--- src/rtl/seg7_pkg.sv ---
// Shared 7-segment glyph constants (active-high, bit 0 = segment a) and the
// reader's state encoding.
package seg7_pkg;

   localparam int SEG_A = 0;
   localparam int SEG_B = 1;
   localparam int SEG_C = 2;
   localparam int SEG_D = 3;
   localparam int SEG_E = 4;
   localparam int SEG_F = 5;
   localparam int SEG_G = 6;

   localparam logic [6:0] SEG_0 = 7'h3F;
   localparam logic [6:0] SEG_1 = 7'h06;
   localparam logic [6:0] SEG_2 = 7'h5B;
   localparam logic [6:0] SEG_3 = 7'h4F;
   localparam logic [6:0] SEG_4 = 7'h66;
   localparam logic [6:0] SEG_5 = 7'h6D;
   localparam logic [6:0] SEG_6 = 7'h7D;
   localparam logic [6:0] SEG_7 = 7'h07;
   localparam logic [6:0] SEG_8 = 7'h7F;
   localparam logic [6:0] SEG_9 = 7'h6F;
   localparam logic [6:0] SEG_A_GLYPH = 7'h77;
   localparam logic [6:0] SEG_B_GLYPH = 7'h7C;
   localparam logic [6:0] SEG_C_GLYPH = 7'h39;
   localparam logic [6:0] SEG_D_GLYPH = 7'h5E;
   localparam logic [6:0] SEG_E_GLYPH = 7'h79;
   localparam logic [6:0] SEG_F_GLYPH = 7'h71;

   typedef enum logic {
      ST_COLLECT = 1'b0,
      ST_PRESENT = 1'b1
   } reader_state_t;

endpackage

--- src/rtl/seg7_pattern_decode.sv ---
// Combinational inverse of the hex-to-segment decoder: any pattern that is not
// one of the sixteen glyphs decodes to nibble 0 with err set.
module seg7_pattern_decode
   import seg7_pkg::*;
(
   input  logic [6:0] pattern,
   output logic [3:0] nibble,
   output logic       err
);

   always_comb begin
      nibble = 4'h0;
      err    = 1'b0;
      case (pattern)
         SEG_0:       nibble = 4'h0;
         SEG_1:       nibble = 4'h1;
         SEG_2:       nibble = 4'h2;
         SEG_3:       nibble = 4'h3;
         SEG_4:       nibble = 4'h4;
         SEG_5:       nibble = 4'h5;
         SEG_6:       nibble = 4'h6;
         SEG_7:       nibble = 4'h7;
         SEG_8:       nibble = 4'h8;
         SEG_9:       nibble = 4'h9;
         SEG_A_GLYPH: nibble = 4'hA;
         SEG_B_GLYPH: nibble = 4'hB;
         SEG_C_GLYPH: nibble = 4'hC;
         SEG_D_GLYPH: nibble = 4'hD;
         SEG_E_GLYPH: nibble = 4'hE;
         SEG_F_GLYPH: nibble = 4'hF;
         default:     err    = 1'b1;
      endcase
   end

endmodule

--- src/rtl/seg7_hex_reader.sv ---
// Recovers a frame of hex digits from a multiplexed 7-segment drive once each
// digit's pattern has been stable, and hands it out on a valid/ready handshake.
module seg7_hex_reader
   import seg7_pkg::*;
#(
   parameter int DIGITS        = 4,
   parameter int STABLE_CYCLES = 8
) (
   input  logic                  clk,
   input  logic                  reset,
   input  logic [6:0]            seg,
   input  logic [DIGITS-1:0]     dig_sel,
   input  logic                  frame_ready,
   output logic                  frame_valid,
   output logic [4*DIGITS-1:0]   frame_value,
   output logic [DIGITS-1:0]     frame_err
);

   localparam logic [7:0] STABLE_MAX = 8'(STABLE_CYCLES);

   logic [6:0]              s_seg, p_seg;
   logic [DIGITS-1:0]       s_sel, p_sel;
   logic [7:0]              stab_cnt, stab_next;
   logic                    sel_onehot;
   logic                    capture;
   logic [3:0]              dec_nib;
   logic                    dec_err;
   logic [DIGITS-1:0]       seen;
   logic [DIGITS-1:0][3:0]  nib_q;
   logic [DIGITS-1:0]       err_q;
   reader_state_t           state;

   // Pins are registered once; p_* is the previous registered sample.
   always_ff @(posedge clk) begin
      if (reset) begin
         s_seg <= '0;
         s_sel <= '0;
         p_seg <= '0;
         p_sel <= '0;
      end else begin
         s_seg <= seg;
         s_sel <= dig_sel;
         p_seg <= s_seg;
         p_sel <= s_sel;
      end
   end

   assign sel_onehot = (s_sel != '0) && ((s_sel & (s_sel - DIGITS'(1))) == '0);

   always_comb begin
      stab_next = 8'd0;
      if (sel_onehot) begin
         if (s_seg == p_seg && s_sel == p_sel)
            stab_next = (stab_cnt >= STABLE_MAX) ? STABLE_MAX : stab_cnt + 8'd1;
         else
            stab_next = 8'd1;
      end
   end

   // Fires only on the edge into saturation, so one capture per stable run.
   assign capture = (state == ST_COLLECT) && (stab_next == STABLE_MAX) &&
                    (stab_cnt != STABLE_MAX);

   seg7_pattern_decode u_decode (
      .pattern (s_seg),
      .nibble  (dec_nib),
      .err     (dec_err)
   );

   always_ff @(posedge clk) begin
      if (reset) begin
         state       <= ST_COLLECT;
         frame_valid <= 1'b0;
         seen        <= '0;
         nib_q       <= '0;
         err_q       <= '0;
         stab_cnt    <= 8'd0;
      end else begin
         stab_cnt <= stab_next;
         case (state)
            ST_COLLECT: begin
               for (int i = 0; i < DIGITS; i++) begin
                  if (capture && s_sel[i]) begin
                     nib_q[i] <= dec_nib;
                     err_q[i] <= dec_err;
                     seen[i]  <= 1'b1;
                  end
               end
               if (&seen) begin
                  state       <= ST_PRESENT;
                  frame_valid <= 1'b1;
               end
            end
            ST_PRESENT: begin
               // Storage is frozen here; it doubles as the presented frame.
               if (frame_ready) begin
                  state       <= ST_COLLECT;
                  frame_valid <= 1'b0;
                  seen        <= '0;
               end
            end
            default: begin
               state       <= ST_COLLECT;
               frame_valid <= 1'b0;
            end
         endcase
      end
   end

   assign frame_value = nib_q;
   assign frame_err   = err_q;

endmodule

--- config.mk ---
export PLATFORM = sky130hd
export DESIGN_NAME = seg7_hex_reader
export DESIGN_NICKNAME = d
export VERILOG_FILES = /design/src/rtl/seg7_pkg.sv /design/src/rtl/seg7_pattern_decode.sv /design/src/rtl/seg7_hex_reader.sv
export SDC_FILE = /design/constraint.sdc
export NUM_CORES = 1
export LEC_CHECK = 0
export ABC_AREA = 1
export CORE_MARGIN = 5
export CORE_UTILIZATION = 41
export CTS_CLUSTER_SIZE = 30
export DETAILED_ROUTE_END_ITERATION = 7
export PLACE_DENSITY = 0.64
export SYNTH_ARGS = -nofsm -noshare
export SYNTH_HDL_FRONTEND = slang
export SYNTH_HIERARCHICAL = 1
export SYNTH_SLANG_ARGS = --single-unit
--- constraint.sdc ---
create_clock -name clk -period 1.95 [get_ports clk]
set_clock_uncertainty 0.1 [all_clocks]
set_input_delay 0.39 -clock clk [delete_from_list [all_inputs] [get_ports clk]]
set_output_delay 0.39 -clock clk [all_outputs]
set_load 0.1 [all_outputs]
==> impl_metrics.py, run 1 <==
metrics = {
    "status": {
        "outcome": "completed",
    },
    "global_routing": {
        "grt.total_usage_pct": 13.6,
        "grt_max_degree": 30,
        "antenna_found_initial": 0,
        "grt_pass1_vias": 1988,
        "grt_pass1_wl_um": 8590,
        "grt_overflow": 0,
    },
    "worst_setup_path": {
        "worstSetupPathType": "register to register",
        "path_cells": "inv_1, nand2_1, nand2_1, nand2_1, and2_4, nand2_1, nor2_1, nand2_1, nand3_1, buf_6, nand2_1, nand2_1, nor2_1",
        "slowest_delay_ns": 0.38,
        "crit_slowest_cell": "dfxtp_4",
        "cp.arrival_ns": 1.87,
        "critPathMostFrequentCell": "nand2_1",
        "rrSetupSlack_ns": 0.20,
        "critPathCaptureType": "register",
        "required_ns": 2.07,
        "crit_fanout": 11,
        "cp-start-kind": "register",
    },
    "final_layout": {
        "drive_gt1_share_pct": 15.0,
        "final_common_cell": "nand2_1",
        "fin_area_mm2": 0.00333,
        "layout.cells.most_common_list": "nand2_1, nor2_1, inv_1",
        "syn2layout_area_growth_pct": 32.1,
        "insertedDiodeCount": 0,
        "finalCoreUtilization_pct": 56.0,
        "fin_nets": 442,
    },
    "place": {
        "gp_congestion": 0.936,
        "dp_slack_ns": 0.0849,
        "dpl.hpwl_um": 3660,
        "dpl_cell_area_mm2": 0.00321,
        "port_buffers": 34,
    },
    "die": {
        "start_util_pct": 42.4,
        "dieHeight_um": 88.5,
        "coreArea_mm2": 0.00596,
        "rows": 28,
        "ios": 35,
        "dieWidth_um": 88.5,
        "die_area_mm2": 0.00782,
    },
    "drt": {
        "wl_met3_um": 241,
        "ant_nets": 0,
        "route.met2.wl_um": 2110,
        "drc": 0,
        "num_vias": 2170,
        "dr.pass1.iters": 5,
        "highest_layer": "met4",
        "first_iter_violations": 101,
        "met1_length_um": 2370,
        "totalWireLength_um": 4770,
        "avgRoutedWirePerCell_um": 9.51,
        "vias_per_cell": 4.32,
    },
    "clock_tree": {
        "cts_setup_buffers": 0,
        "cts_sinks": 56,
        "ctsHoldBuffers": 0,
        "htreeDepth": 2,
        "cts.reportedPaths.clkPinSlew_ns": 0.11,
        "clockBufferDepth": 2,
        "clock_latency_ns": 0.31,
        "cts_made_buffers": 5,
        "cts_tree": "done",
        "cts_resized": 0,
        "root_buffer": "clkbuf_8",
    },
    "synth": {
        "ys_seq_area_share_pct": 44.4,
        "synth_cell_type_count": 24,
        "syn_area_per_cell_um2": 6.68,
        "synthFlopType": "dfxtp_1",
        "yosysTopAreaCell": "dfxtp_1",
        "ys_warn_count": 6,
        "syn_inst": 378,
        "synth_area_mm2": 0.00252,
        "netlist.area_leader.share_pct": 44.4,
        "ys_ff_latch": 56,
        "async_flop_share_pct": 0,
        "synth_edf_count": 0,
        "yosys-top-cells-area": "dfxtp_1, nand2_1, nor2_1, inv_1, nand3_1",
    },
    "sta": {
        "fmax_mhz": 573,
        "slew_viol_final": 0,
        "slew_headroom_pct": 59.3,
        "rsz0062_at_grt": "true",
        "min_period_ns": 1.75,
        "setup-violations-final": 0,
        "fin_crit_sh_pct": 89.5,
        "postLayoutSetupSlackWorst_ns": 0.205,
        "tightest_slew_ns": 0.610,
        "finalHoldViolations": 0,
    },
    "power": {
        "ir_drop_mv": 0.425,
        "cellPowerDensity_mw_per_mm2": 610,
        "p_leak_nw": 1.66,
        "finalPower_mw": 2.03,
    },
    "run": {
        "max_cap_violations": 0,
    },
    "worst_hold_path": {
        "hold_path.class": "register to register",
    },
}
## area by class of cell
class                   count  area (µm²)
well taps                  75        93.8
clock buffers               5        68.8
clock inverters             3        26.3
fillers                   599        2620
inverters                  62         233
repair buffers             47         672
multi-input cells         254        1110
flip-flops and latches     56        1130
## worst max-delay path, delay by kind of cell (launching register included)
family                 cells  cell delay, ns
AND/OR/NAND/NOR           11            0.96
flip-flops                 1            0.38
buffers and inverters      2            0.23
## metal layers
metal	vias to the layer above	track usage, %
met4	0	2.88
met2	45	23.0
li1	1191	-
met1	930	17.8
met3	4	3.17
met5	-	0
## logic make-up after synthesis
group | synth area share, %
flops | 44.4
other cells | 0.149
simple gates | 38.3
fa+ha+maj | 0.991
buf+inv | 12.5
compound gates | 1.49
xor+xnor | 2.08
## Yosys cell counts (all sizes together) (3+ instances only)
cell    count
nand3      11
nand4       3
dfxtp      56
nor3        3
buf         5
a21oi       6
nand2     115
inv        62
nor2       99
xnor2       5
clkbuf      4
## power by group
| group | switching (mW) | internal [mW] | leakage [nW] |
|---|---|---|---|
| registers | 0.0211 | 1.17 | 0.460 |
| clock network | 0.388 | 0.263 | 0.0487 |
| logic | 0.106 | 0.0834 | 1.15 |
## state kept, by name, indices dropped and copies added, names as in the netlist
signal       count
p_sel            4
state            1
s_seg            7
seen             4
frame_valid      1
stab_cnt         8
frame_err        4
frame_value     16
s_sel            4
p_seg            7
## per-stage QoR
| stage | hold WS [ns] | TNS [ns] | cells |
|---|---|---|---|
| floorplan | 0.345 | 0 | 381 |
| global placement | 0.352 | 0 | 494 |
| detailed placement | 0.353 | 0 | 494 |
| CTS | 0.369 | 0 | 502 |
| global route | 0.390 | -0.00394 | 502 |
| finish | 0.367 | 0 | 502 |
## worst paths after layout
path,start,endpoint,depth (start not counted)
worst max-delay path,s_sel[1],frame_value[10],13
worst min register to register,s_seg[5],p_seg[5],2
worst min-delay path,s_seg[5],p_seg[5],2
worst max register to register,s_sel[1],frame_value[10],13
(Power assumes the default switching activity.)
==> run 2, diff against run 1 <==
Settings changed: CAP_MARGIN from default to 15, CELL_PAD_IN_SITES_DETAIL_PLACEMENT from default to 2, CELL_PAD_IN_SITES_GLOBAL_PLACEMENT from default to 2, CORE_UTILIZATION 41 to 29, PLACE_DENSITY 0.64 to 0.78.
==> run 2 against run 1 <==
  * Design area rose by 2.6%
  * Register-to-register slack got worse by 0.09 ns
  * Clock-buffer cell count did not move
  * Clock power fell by 0.8%
  * Highest routed layer unchanged
  * Combinational power rose by 12%
  * Wire length rose by 46%
  * Sequential share of layout area fell by 0.76 points
==> impl_metrics.py, run 2 (synthesis results as in run 1) <==
metrics = {
    "status": {
        "outcome": "completed",
    },
    "drt": {
        "avgRoutedWirePerCell_um": 13.0,
        "first_iter_violations": 40,
        "ant_nets": 0,
        "num_vias": 2356,
        "dr.pass1.iters": 4,
        "vias_per_cell": 4.39,
        "drc": 0,
        "totalWireLength_um": 6970,
    },
    "worst_setup_path": {
        "critPathCaptureType": "register",
        "critPathLaunch": "s_sel[1]",
        "cp.arrival_ns": 1.95,
        "worstSetupPathType": "register to register",
        "crit_fanout": 5,
        "required_ns": 2.07,
        "r2r_start": "s_sel[1]",
        "rrSetupSlack_ns": 0.11,
        "r2r_end": "frame_err[0]",
        "worstRegToRegCells": 11,
        "cp-start-kind": "register",
        "crit_path_end": "frame_err[0]",
    },
    "place": {
        "post-place-cells": 529,
        "port_buffers": 34,
        "dpl.hpwl_um": 5570,
        "gp_congestion": 0.806,
        "dp_slack_ns": 0.0372,
    },
    "final_layout": {
        "syn2layout_area_growth_pct": 35.5,
        "drive_gt1_share_pct": 16.8,
        "largest_reg_flops": 16,
        "nFillCells": 1016,
        "insertedDiodeCount": 0,
        "final_common_cell": "nand2_1",
        "fin_nets": 445,
        "layout.cells.most_common_list": "nand2_1, nor2_1, inv_1",
        "layoutNonFillerInstCount": 537,
    },
    "sta": {
        "slew_viol_final": 0,
        "fin_tns_setup_ns": 0,
        "postLayoutSetupSlackWorst_ns": 0.114,
        "rsz0062_at_grt": "true",
        "min_period_ns": 1.84,
        "finalHoldViolations": 0,
        "setup-violations-final": 0,
        "fmax_mhz": 545,
        "whs_ns": 0.378,
        "fin_crit_sh_pct": 94.2,
    },
    "power": {
        "ir_drop_mv": 0.267,
        "cellPowerDensity_mw_per_mm2": 600,
        "finalPower_mw": 2.05,
        "p_leak_nw": 1.68,
    },
    "global_routing": {
        "grt_pass1_vias": 2564,
        "grt.total_usage_pct": 14.2,
        "grt_max_degree": 30,
        "grt_overflow": 0,
        "antenna_found_initial": 0,
        "grt_pass1_wl_um": 11800,
    },
    "die": {
        "rows": 34,
        "ios": 35,
        "coreArea_mm2": 0.00859,
        "dieWidth_um": 103,
        "dieHeight_um": 103,
        "start_util_pct": 29.4,
        "die_area_mm2": 0.0107,
    },
    "clock_tree": {
        "cts_sinks": 56,
        "clockBufferDepth": 2,
        "cts_tree": "done",
        "clock_latency_ns": 0.31,
        "cts_made_buffers": 5,
        "htreeDepth": 2,
        "cts.reportedPaths.clkPinSlew_ns": 0.11,
        "root_buffer": "clkbuf_8",
    },
    "run": {
        "max_cap_violations": 0,
    },
    "worst_hold_path": {
        "hold_path.class": "register to register",
    },
}
-- run 2: changes by cell type in the layout (fill, tap and decap cells not counted), sizes merged --
cell	delta
buf	+3
clkinv	-2
clkinvlp	+1
-- run 2: routing by layer --
layer	up-vias	GRT usage, %	share of wire, %
met2	31	26.4	53
met4	0	3.59	1.1
met3	6	2.48	2.7
met1	1123	16.8	43
li1	1196	-	-
met5	-	0	0
-- run 2: how the worst min path moves through the flow --
stage                   from        to  cells after the start
floorplan            seen[0]   seen[0]                      2
global placement    s_seg[0]  p_seg[0]                      2
detailed placement   seen[2]   seen[2]                      2
CTS                  seen[3]   seen[3]                      2
global route        s_seg[0]  p_seg[0]                      2
finish               seen[3]   seen[3]                      2
-- run 2: critical path, cell delays in order (launching register included) --
cell	delay, ns
dfxtp_2	0.34
inv_1	0.10
nand2_1	0.08
nand2_1	0.09
nand3_1	0.11
nor2_1	0.16
nand3_1	0.13
nor2_4	0.17
nand3_2	0.10
buf_4	0.17
nor2_1	0.11
nor2_1	0.07
-- run 2: what timing repair did --
item | CTS | global route
resized for setup | 0 | 17
hold buffers | 0 | 0
buffers inserted | 0 | 1
endpoints found under the setup margin | 0 | 24
-- run 2: final cells by class --
cell class | count | area (µm²) | share of cell area [%]
multi-input combinational | 254 | 1120 | 32.7
clock buffer | 5 | 68.8 | 2.01
clock inverter | 2 | 16.3 | 0.475
timing repair buffer | 50 | 712 | 20.8
sequential | 56 | 1140 | 33.2
inverter | 62 | 233 | 6.80
tap | 108 | 135 | 3.95
-- run 2: metrics by stage --
stage               cell area (µm²)  util, %
finish                         3420     39.8
CTS                            3370     39.2
detailed placement             3290     38.2
global placement               3290     38.2
floorplan                      2530        -
global route                   3420     39.8
-- run 2: report_power, final --
part           switching, mW  total, mW  leakage, nW  internal, mW
Combinational          0.122      0.212         1.18        0.0899
Sequential            0.0205       1.19        0.460          1.17
Clock                  0.394      0.646       0.0406         0.252
==> run 3, diff against run 2 <==
Settings changed: CORE_UTILIZATION 29 to 27, PLACE_DENSITY 0.78 to 0.77.
Clock period 1.95 ns to 1.5 ns, I/O delays scaled along.
==> run 3 against run 2 <==
  * The run now ends with negative setup slack left
  * First-iteration DRC count rose by 53%
  * Design area grew 19%
  * Clock-buffer cell count grew 2
  * Register-to-register slack got worse by 0.69 ns
  * Total power rose by 43%
  * Via count up 18%
  * Utilization grew 4.6 points
  * Combinational power increased by 100%
  * Sequential power rose by 31%
  * Non-clock buffer count rose by 35
  * Wire length grew 67%
  * Highest routed layer unchanged
==> impl_metrics.py, run 3 (synthesis results as in run 1) <==
metrics = {
    "die": {
        "ios": 35,
        "rows": 35,
        "dieWidth_um": 107,
        "dieHeight_um": 107,
        "coreArea_mm2": 0.00920,
        "start_util_pct": 27.4,
        "die_area_mm2": 0.0114,
    },
    "drt": {
        "drc": 0,
        "num_vias": 2791,
        "ant_nets": 0,
        "vias_per_cell": 4.81,
        "route.met2.wl_um": 6180,
        "dr.pass1.iters": 4,
        "first_iter_violations": 61,
        "wl_met3_um": 366,
        "met1_length_um": 4720,
        "avgRoutedWirePerCell_um": 20.1,
        "totalWireLength_um": 11700,
        "highest_layer": "met4",
    },
    "worst_setup_path": {
        "critPathCaptureType": "register",
        "r2r_end": "frame_err[1]",
        "worstSetupPathType": "register to register",
        "critPathLaunch": "p_seg[4]",
        "worstRegToRegCells": 13,
        "r2r_start": "p_seg[4]",
        "rrSetupSlack_ns": -0.57,
        "cp.arrival_ns": 2.21,
        "required_ns": 1.64,
        "crit_fanout": 8,
        "cp-start-kind": "register",
    },
    "global_routing": {
        "grt_overflow": 0,
        "antenna_found_initial": 0,
        "grt_pass1_vias": 3144,
        "grt_pass1_wl_um": 16400,
        "grt_max_degree": 21,
        "grt.total_usage_pct": 18.5,
    },
    "power": {
        "p_leak_nw": 1.86,
        "cellPowerDensity_mw_per_mm2": 718,
        "p_comb_share_pct": 14.8,
        "pwr-share-clk_pct": 31.9,
        "seqPwrFrac_pct": 53.3,
        "swShare_pct": 28.6,
        "p_switching_mw": 0.837,
        "internal-power_mw": 2.09,
        "ir_drop_mv": 0.338,
    },
    "final_layout": {
        "fin_nets": 484,
        "drive_gt1_share_pct": 40.5,
        "syn2layout_area_growth_pct": 61.7,
        "nFillCells": 1034,
        "layout.cells.most_common_list": "nand2_1, nor2_1, inv_1",
        "insertedDiodeCount": 0,
        "layoutNonFillerInstCount": 580,
        "largest_reg_flops": 16,
        "final_common_cell": "nand2_1",
    },
    "clock_tree": {
        "root_buffer": "clkbuf_8",
        "cts_made_buffers": 5,
        "htreeDepth": 2,
        "clockBufferDepth": 2,
        "cts_tree": "done",
        "clock_latency_ns": 0.33,
        "cts.reportedPaths.clkPinSlew_ns": 0.11,
        "cts_sinks": 56,
    },
    "sta": {
        "rsz0062_at_grt": "true",
        "finalHoldViolations": 0,
        "min_period_ns": 2.07,
        "postLayoutSetupSlackWorst_ns": -0.575,
        "setup-violations-final": 28,
        "fin_crit_sh_pct": 138,
        "fmax_mhz": 482,
        "fin_tns_setup_ns": -10.59,
        "slew_viol_final": 0,
    },
    "place": {
        "gp_congestion": 0.765,
        "post-place-cells": 547,
        "dpl.hpwl_um": 5830,
        "port_buffers": 34,
    },
    "run": {
        "max_cap_violations": 0,
    },
    "status": {
        "violations": "negative setup slack",
        "outcome": "finished, violations left",
    },
    "worst_hold_path": {
        "hold_path.class": "input pin to register",
        "whs_path_depth": 3,
        "whs_endpoint": "s_sel[3]",
        "hold_start": "dig_sel[3]",
    },
}
run 3: through the flow:
step | hold WS (ns) | area [µm²] | util (%) | setup WS, ns | power, mW
3_3_place_gp | 0.353 | 3420 | 37.2 | -0.304 | 1.88
4_1_cts | 0.382 | 3920 | 42.6 | -0.227 | 2.85
3_5_place_dp | 0.378 | 3420 | 37.2 | -0.372 | 1.90
2_1_floorplan | 0.300 | 2580 | - | -0.0544 | 1.75
6_report | 0.380 | 4080 | 44.4 | -0.575 | 2.93
5_1_grt | 0.372 | 4080 | 44.4 | -0.650 | 3.04
run 3: worst max-delay path by stage:
| stage | slack, ns | cells past startpoint | to |
|---|---|---|---|
| floorplan | -0.05 | 12 | frame_value[13] |
| global placement | -0.30 | 10 | frame_value[3] |
| detailed placement | -0.37 | 10 | frame_err[1] |
| CTS | -0.23 | 12 | frame_value[0] |
| global route | -0.65 | 13 | frame_err[1] |
| finish | -0.57 | 13 | frame_err[1] |
run 3: area by class of cell:
cell class                 count  area (µm²)  area share, %
sequential                    56        1150           28.2
clock buffer                   7        86.3           2.12
inverter                      62         240           5.89
clock inverter                 1        7.51          0.184
tap                          111         139           3.40
multi-input combinational    258        1480           36.2
timing repair buffer          85         977           23.9
run 3: worst max-delay path, stage by stage, from the launching register on:
cell and delay, ns:
dfxtp_1 0.36, inv_1 0.06, nand2_1 0.07, nand2_1 0.08, nor2_2 0.10, nand2_1 0.08, nor2_2 0.17, nand3_2 0.11
nor2_4 0.16, buf_12 0.17, nand3_4 0.13, nand2_2 0.08, nand2_1 0.08, nor2_1 0.23
run 3: what timing repair did:
action	CTS	global route
setup endpoints to repair	26	28
pin swaps	27	28
resized for setup	61	44
setup buffers	16	7
hold buffers	0	0
gates cloned	4	0
run 3: power by group through the flow:
stage | logic [mW] | clock network, mW | registers, mW
2_1_floorplan | 0.147 | 0 | 1.60
3_3_place_gp | 0.295 | 0 | 1.59
3_5_place_dp | 0.307 | 0 | 1.59
4_1_cts | 0.373 | 0.917 | 1.56
5_1_grt | 0.463 | 1.01 | 1.57
6_report | 0.433 | 0.934 | 1.56
run 3: metal layers:
layer / vias up / track usage, %
met3: 35 / 3.07
met1: 1389 / 21.3
met4: 0 / 6.85
met2: 74 / 34.1
li1: 1293 / -
met5: - / 0
